## config.mk

```make
export PLATFORM = sky130hd
export DESIGN_NAME = s5mlab_fifo_rd
export DESIGN_NICKNAME = d
export VERILOG_FILES = /design/src/rtl/s5mlab_fifo_rd_pkg.sv /design/src/rtl/s5mlab_fifo_rd_mlab.sv /design/src/rtl/s5mlab_fifo_rd.sv
export SDC_FILE = /design/constraint.sdc
export NUM_CORES = 1
export LEC_CHECK = 0
export CAP_MARGIN = 40
export CORE_AREA = 3 3 238 240
export CTS_CLUSTER_SIZE = 24
export DETAILED_ROUTE_END_ITERATION = 12
export DIE_AREA = 0 0 241 243
export DONT_BUFFER_PORTS = 1
export MAX_ROUTING_LAYER = met4
export PLACE_DENSITY_LB_ADDON = 0.3
export SLEW_MARGIN = 25
export SYNTH_ARGS = -nofsm -noshare
export SYNTH_HDL_FRONTEND = slang
export SYNTH_SLANG_ARGS = --single-unit
```

## constraint.sdc

```tcl
create_clock -name clk -period 6.7 [get_ports clk]
set_input_delay 0.335 -clock clk [delete_from_list [all_inputs] [get_ports clk]]
set_output_delay 0.335 -clock clk [all_outputs]
set_load 0.02 [all_outputs]
```

## src/rtl/s5mlab_fifo_rd_pkg.sv

```systemverilog
// Shared constants and helpers for the show-ahead FIFO that drains an s5mlab array.
package s5mlab_fifo_pkg;

    localparam int ADDR_WIDTH_DEF = 5;
    localparam int DEPTH          = 1 << ADDR_WIDTH_DEF;
    localparam int CAPACITY       = DEPTH + 1;

    // One extra pointer bit tells full from empty when the low bits match.
    function automatic int ptr_width(input int addr_width);
        return addr_width + 1;
    endfunction

endpackage

```

## src/rtl/s5mlab_fifo_rd_mlab.sv

```systemverilog
// MLAB-style storage: registered write port, asynchronous read port.
module s5mlab #(
    parameter int WIDTH      = 20,
    parameter int ADDR_WIDTH = 5
) (
    input  logic                  wclk,
    input  logic                  wena,
    input  logic [ADDR_WIDTH-1:0] waddr,
    input  logic [WIDTH-1:0]      wdata,
    input  logic [ADDR_WIDTH-1:0] raddr,
    output logic [WIDTH-1:0]      rdata
);

    logic [WIDTH-1:0] mem [1 << ADDR_WIDTH];

    always_ff @(posedge wclk) begin
        if (wena) begin
            mem[waddr] <= wdata;
        end
    end

    assign rdata = mem[raddr];

endmodule

```

## src/rtl/s5mlab_fifo_rd.sv

```systemverilog
// Show-ahead FIFO: writes staged into the MLAB, head word captured into a registered
// valid/ready output stage.
module s5mlab_fifo_rd
    import s5mlab_fifo_pkg::*;
#(
    parameter int WIDTH      = 20,
    parameter int ADDR_WIDTH = 5
) (
    input  logic                  clk,
    input  logic                  srst,
    input  logic [WIDTH-1:0]      din,
    input  logic                  din_valid,
    output logic                  din_ready,
    output logic [WIDTH-1:0]      dout,
    output logic                  dout_valid,
    input  logic                  dout_ready,
    output logic [ADDR_WIDTH:0]   used_words
);

    localparam int PW = ptr_width(ADDR_WIDTH);
    localparam logic [PW-1:0] FULL_LEVEL = PW'(1) << ADDR_WIDTH;

    logic [PW-1:0]         wr_ptr_q, wr_ptr_d;
    logic [PW-1:0]         wr_cmt_q, wr_cmt_d;
    logic [PW-1:0]         rd_ptr_q, rd_ptr_d;
    logic                  wena_q;
    logic [ADDR_WIDTH-1:0] waddr_q;
    logic [WIDTH-1:0]      wdata_q;
    logic [WIDTH-1:0]      rdata;
    logic [WIDTH-1:0]      dout_q, dout_d;
    logic                  dout_valid_q, dout_valid_d;
    logic [ADDR_WIDTH:0]   used_q, used_d;
    logic                  accept, pop, have_data, load;

    // Full counts MLAB occupancy only; the output register adds the extra slot.
    assign din_ready = !srst && ((wr_ptr_q - rd_ptr_q) != FULL_LEVEL);
    assign accept    = din_valid && din_ready;
    assign pop       = dout_valid_q && dout_ready;
    assign have_data = (wr_cmt_q != rd_ptr_q);
    assign load      = have_data && (!dout_valid_q || dout_ready);

    always_comb begin
        wr_ptr_d     = wr_ptr_q + PW'(accept);
        wr_cmt_d     = wr_cmt_q + PW'(wena_q);
        rd_ptr_d     = rd_ptr_q + PW'(load);
        dout_d       = dout_q;
        dout_valid_d = dout_valid_q;
        if (load) begin
            dout_d       = rdata;
            dout_valid_d = 1'b1;
        end else if (pop) begin
            dout_valid_d = 1'b0;
        end
        used_d = (wr_ptr_d - rd_ptr_d) + PW'(dout_valid_d);
    end

    always_ff @(posedge clk) begin
        if (srst) begin
            wr_ptr_q     <= '0;
            wr_cmt_q     <= '0;
            rd_ptr_q     <= '0;
            wena_q       <= 1'b0;
            dout_q       <= '0;
            dout_valid_q <= 1'b0;
            used_q       <= '0;
        end else begin
            wr_ptr_q     <= wr_ptr_d;
            wr_cmt_q     <= wr_cmt_d;
            rd_ptr_q     <= rd_ptr_d;
            wena_q       <= accept;
            dout_q       <= dout_d;
            dout_valid_q <= dout_valid_d;
            used_q       <= used_d;
        end
    end

    always_ff @(posedge clk) begin
        if (accept) begin
            wdata_q <= din;
            waddr_q <= wr_ptr_q[ADDR_WIDTH-1:0];
        end
    end

    s5mlab #(
        .WIDTH      (WIDTH),
        .ADDR_WIDTH (ADDR_WIDTH)
    ) u_mlab (
        .wclk  (clk),
        .wena  (wena_q),
        .waddr (waddr_q),
        .wdata (wdata_q),
        .raddr (rd_ptr_q[ADDR_WIDTH-1:0]),
        .rdata (rdata)
    );

    assign dout       = dout_q;
    assign dout_valid = dout_valid_q;
    assign used_words = used_q;

endmodule

```

==> impl_metrics.csv <==
group,metric,value,unit
synth,synthTopCellsByCount,"665 x edfxtp_1, 178 x mux4_2, 53 x nor2_1",
floorplan,die_h,243,um
clock_network,cts_tree,"built",
timing,grt_setup_unrepaired,"false",
min_path,hold_path_depth,3,
job,cap_viol_max_count,0,
synth,synth_most_common_cell,"edfxtp_1",
routing,drc,0,
synth,ys_ff_latch,711,
placement,portBuffers,0,
floorplan,die_area,58600,um^2
timing,clock_skew,0.0215,ns
finish,drive_above_1_share,27.3,%
critical_path,cp.required,7.21,ns
clock_network,cts_root_buf,"clkbuf_16",
clock_network,clockBufferDepth,3,
finish,regArea,20900,um^2
clock_network,cts-htree-levels,3,
clock_network,postCtsSetupBuffers,0,
critical_path,r2r_start,"rd_ptr_q[2]",
synth,synth_nets,1309,
grt,antenna_found_initial,1,
synth,synthArstFlopShare,0,%
critical_path,cpMostUsedCell,"ha_1",
routing,drt_iter0_drc,1245,
grt,grt_pass1_wl,87.5,mm
critical_path,critical_path_arrival,5.23,ns
critical_path,cp_max_fo,28,
critical_path,crit_type,"reg2reg",
timing,hold_viol,0,
clock_network,numCtsBuffers,71,
synth,synth_cell_type_count,43,
clock_network,clock_sinks,711,
grt,grt_overflow,0,
critical_path,ff2ff_setup_slack,1.99,ns
timing,finalCritPeriodShare,70.4,%
timing,finalMaxSlewViolations,0,
floorplan,core,54900,um^2
floorplan,io_pins,52,
power,p_leak,10.2,nW
routing,antenna_left,0,
routing,vias,12800,
routing,wl_per_cell,27.7,um
synth,ys_seq_area_share,76.5,%
critical_path,worst_path_largest_cell_delay,0.56,ns
critical_path,critPathBufInv,2,
synth,synth_top_area_share,73.1,%
routing,routed_wl,59.0,mm
clock_network,holdBufCountCts,22,
grt,gr-usage-all-layers,21.2,%
clock_network,path_clk_slew,0.06,ns
synth,syn_area,27300,um^2
critical_path,cp_top_family,"adder cells",
finish,final_util,57.5,%
min_path,min_to,"dout_valid",
synth,synth_area_per_cell,21.6,um^2
placement,dp_hpwl,33.1,mm
floorplan,rows,86,
timing,maxClockFrequency,212,MHz
routing,vias_per_cell,6.01,
timing,slew_headroom,42.1,%
clock_network,cts_resized,0,
finish,fillCellCount,3940,
floorplan,die_w,241,um
timing,tightest_slew,0.869,ns
routing,detailedRoute.firstPassIterationCount,5,
finish,area_growth,15.6,%
placement,gp_congestion,0.824,
synth,synth_edf_count,665,
critical_path,crit_chain,"buf_4 > clkinv_2 > ha_1 > nand2_1 > mux2i_1 > o2111ai_1 > o31a_1 > and2_1 > ha_1 > ha_1 > ha_1 > ha_1 > a21o_1 > a21oi_1 > o21ai_0 > nand2b_1 > mux2i_1",
timing,setup_tns,0,ns
critical_path,worstSetupStartpointType,"flop",
power,ir_drop,0.479,mV
grt,grt_max_degree,125,
min_path,worstHoldPathType,"in2reg",
synth,ys_warn_count,0,
critical_path,cp-end-kind,"flop",
synth,synth_ff_type,"edfxtp_1",
finish,multiInputGateArea,6230,um^2
critical_path,reg2reg_depth,17,
timing,finalSetupViolations,0,
grt,grt_pass1_vias,13400,
synth,synth.largest_area_cell,"edfxtp_1",
power,power_density,336,nW/um^2
critical_path,slowest_stage,"clkinv_2",
critical_path,rr_endpoint,"used_words[5]",
finish,fin_nets,1412,
outcome,outcome,"finished, final reports clean",
synth,netlist_top_cells_area,"edfxtp_1 73%, mux4_2 15%, dfxtp_1 3.4%",
synth,synth_cells,1263,
floorplan,start_util,49.8,%
clock_network,clk_latency,0.61,ns
timing,finalCriticalPeriod,4.71,ns
min_path,min_from,"dout_ready",
power by group:
group | leakage, nW | switching (mW) | internal [mW]
clock | 1.12 | 1.61 | 2.29
combinational | 2.67 | 0.708 | 0.839
sequential | 6.37 | 0.237 | 4.93
routing by layer:
layer	wire, um	global-route usage, %	part of all wire [%]
met4	1290	5.61	2.2
met5	0	-	0
met2	28200	32.2	48
met3	5040	6.10	8.6
met1	24400	28.6	41
layout by cell type, fill, tap and decap left out, types with 3 or more instances in the layout:
cell type,netlist,routed
o21ai_0,4,4
dfxtp_1,46,43
clkbuf_1,22,20
buf_8,0,17
nand2_1,46,46
inv_1,9,9
clkinv_1,1,9
and3_1,19,19
mux2i_1,24,24
edfxtp_1,665,665
clkbuf_16,0,75
nor2_1,53,21
dlygate4sd3_1,0,22
buf_12,0,4
ha_1,21,21
xnor2_1,17,17
buf_6,5,8
and2_1,7,7
or3b_2,3,3
nor2_4,0,16
a211oi_1,19,19
nand3b_1,5,5
buf_4,5,24
nand3_1,8,8
a21oi_1,6,5
clkinv_2,0,10
buf_16,0,14
bufinv_16,0,5
xor2_1,6,6
nor2_2,0,16
a211o_1,19,19
mux4_2,178,178
clkbuf_8,0,4
nor2b_1,28,28
per-stage QoR:
stage,setup slack [ns],cells,hold slack (ns),cell area [um^2],power (mW)
2_1_floorplan,2.15,1263,0.407,27300,6.38
3_3_place_gp,2.12,1933,0.402,28300,6.73
3_5_place_dp,2.05,1966,0.403,28800,6.79
4_1_cts,1.95,2115,0.0490,31300,10.7
5_1_grt,1.59,2125,0.0852,31600,11.0
6_report,1.99,2126,0.0743,31600,10.6
logic make-up after synthesis:
logic type | synth area share (%)
flip-flops | 76.5
XOR/XNOR | 0.820
AO/OA/AOI/OAI | 1.66
buffers and inverters | 1.26
adder cells (fa/ha/maj) | 1.04
multiplexers | 15.6
AND/OR/NAND/NOR | 3.11
state kept, by name, indices dropped and copies added (netlist names):
register and flops:
dout 20, dout_valid 1, rd_ptr_q 6, u_mlab.mem 640, used_words 6, waddr_q 5, wdata_q 20, wena_q 1
wr_cmt_q 6, wr_ptr_q 6
tightest hold or removal path: stages:
cell	delay [ns]
nor2b_1	0.05
nor2_1	0.17
nor2_1	0.06
layout make-up:
cell class / count / area share [%]
Sequential cell: 711 / 66.2
Multi-Input combinational cell: 482 / 19.8
Clock buffer: 99 / 6.36
Timing Repair Buffer: 89 / 3.84
Tap cell: 704 / 2.79
Clock inverter: 28 / 0.900
Inverter: 11 / 0.135
Antenna cell: 2 / 0.0159
how the worst max path moves through the flow:
stage	from	endpoint	slack (ns)	depth (start not counted)
finish	rd_ptr_q[2]	used_words[5]	1.99	17
global route	rd_ptr_q[2]	used_words[5]	1.59	17
CTS	rd_ptr_q[2]	used_words[5]	1.95	17
detailed placement	rd_ptr_q[2]	used_words[5]	2.05	17
global placement	rd_ptr_q[2]	used_words[5]	2.12	17
floorplan	rd_ptr_q[2]	used_words[5]	2.15	19
Note: power is estimated with default switching activity, not from simulation.
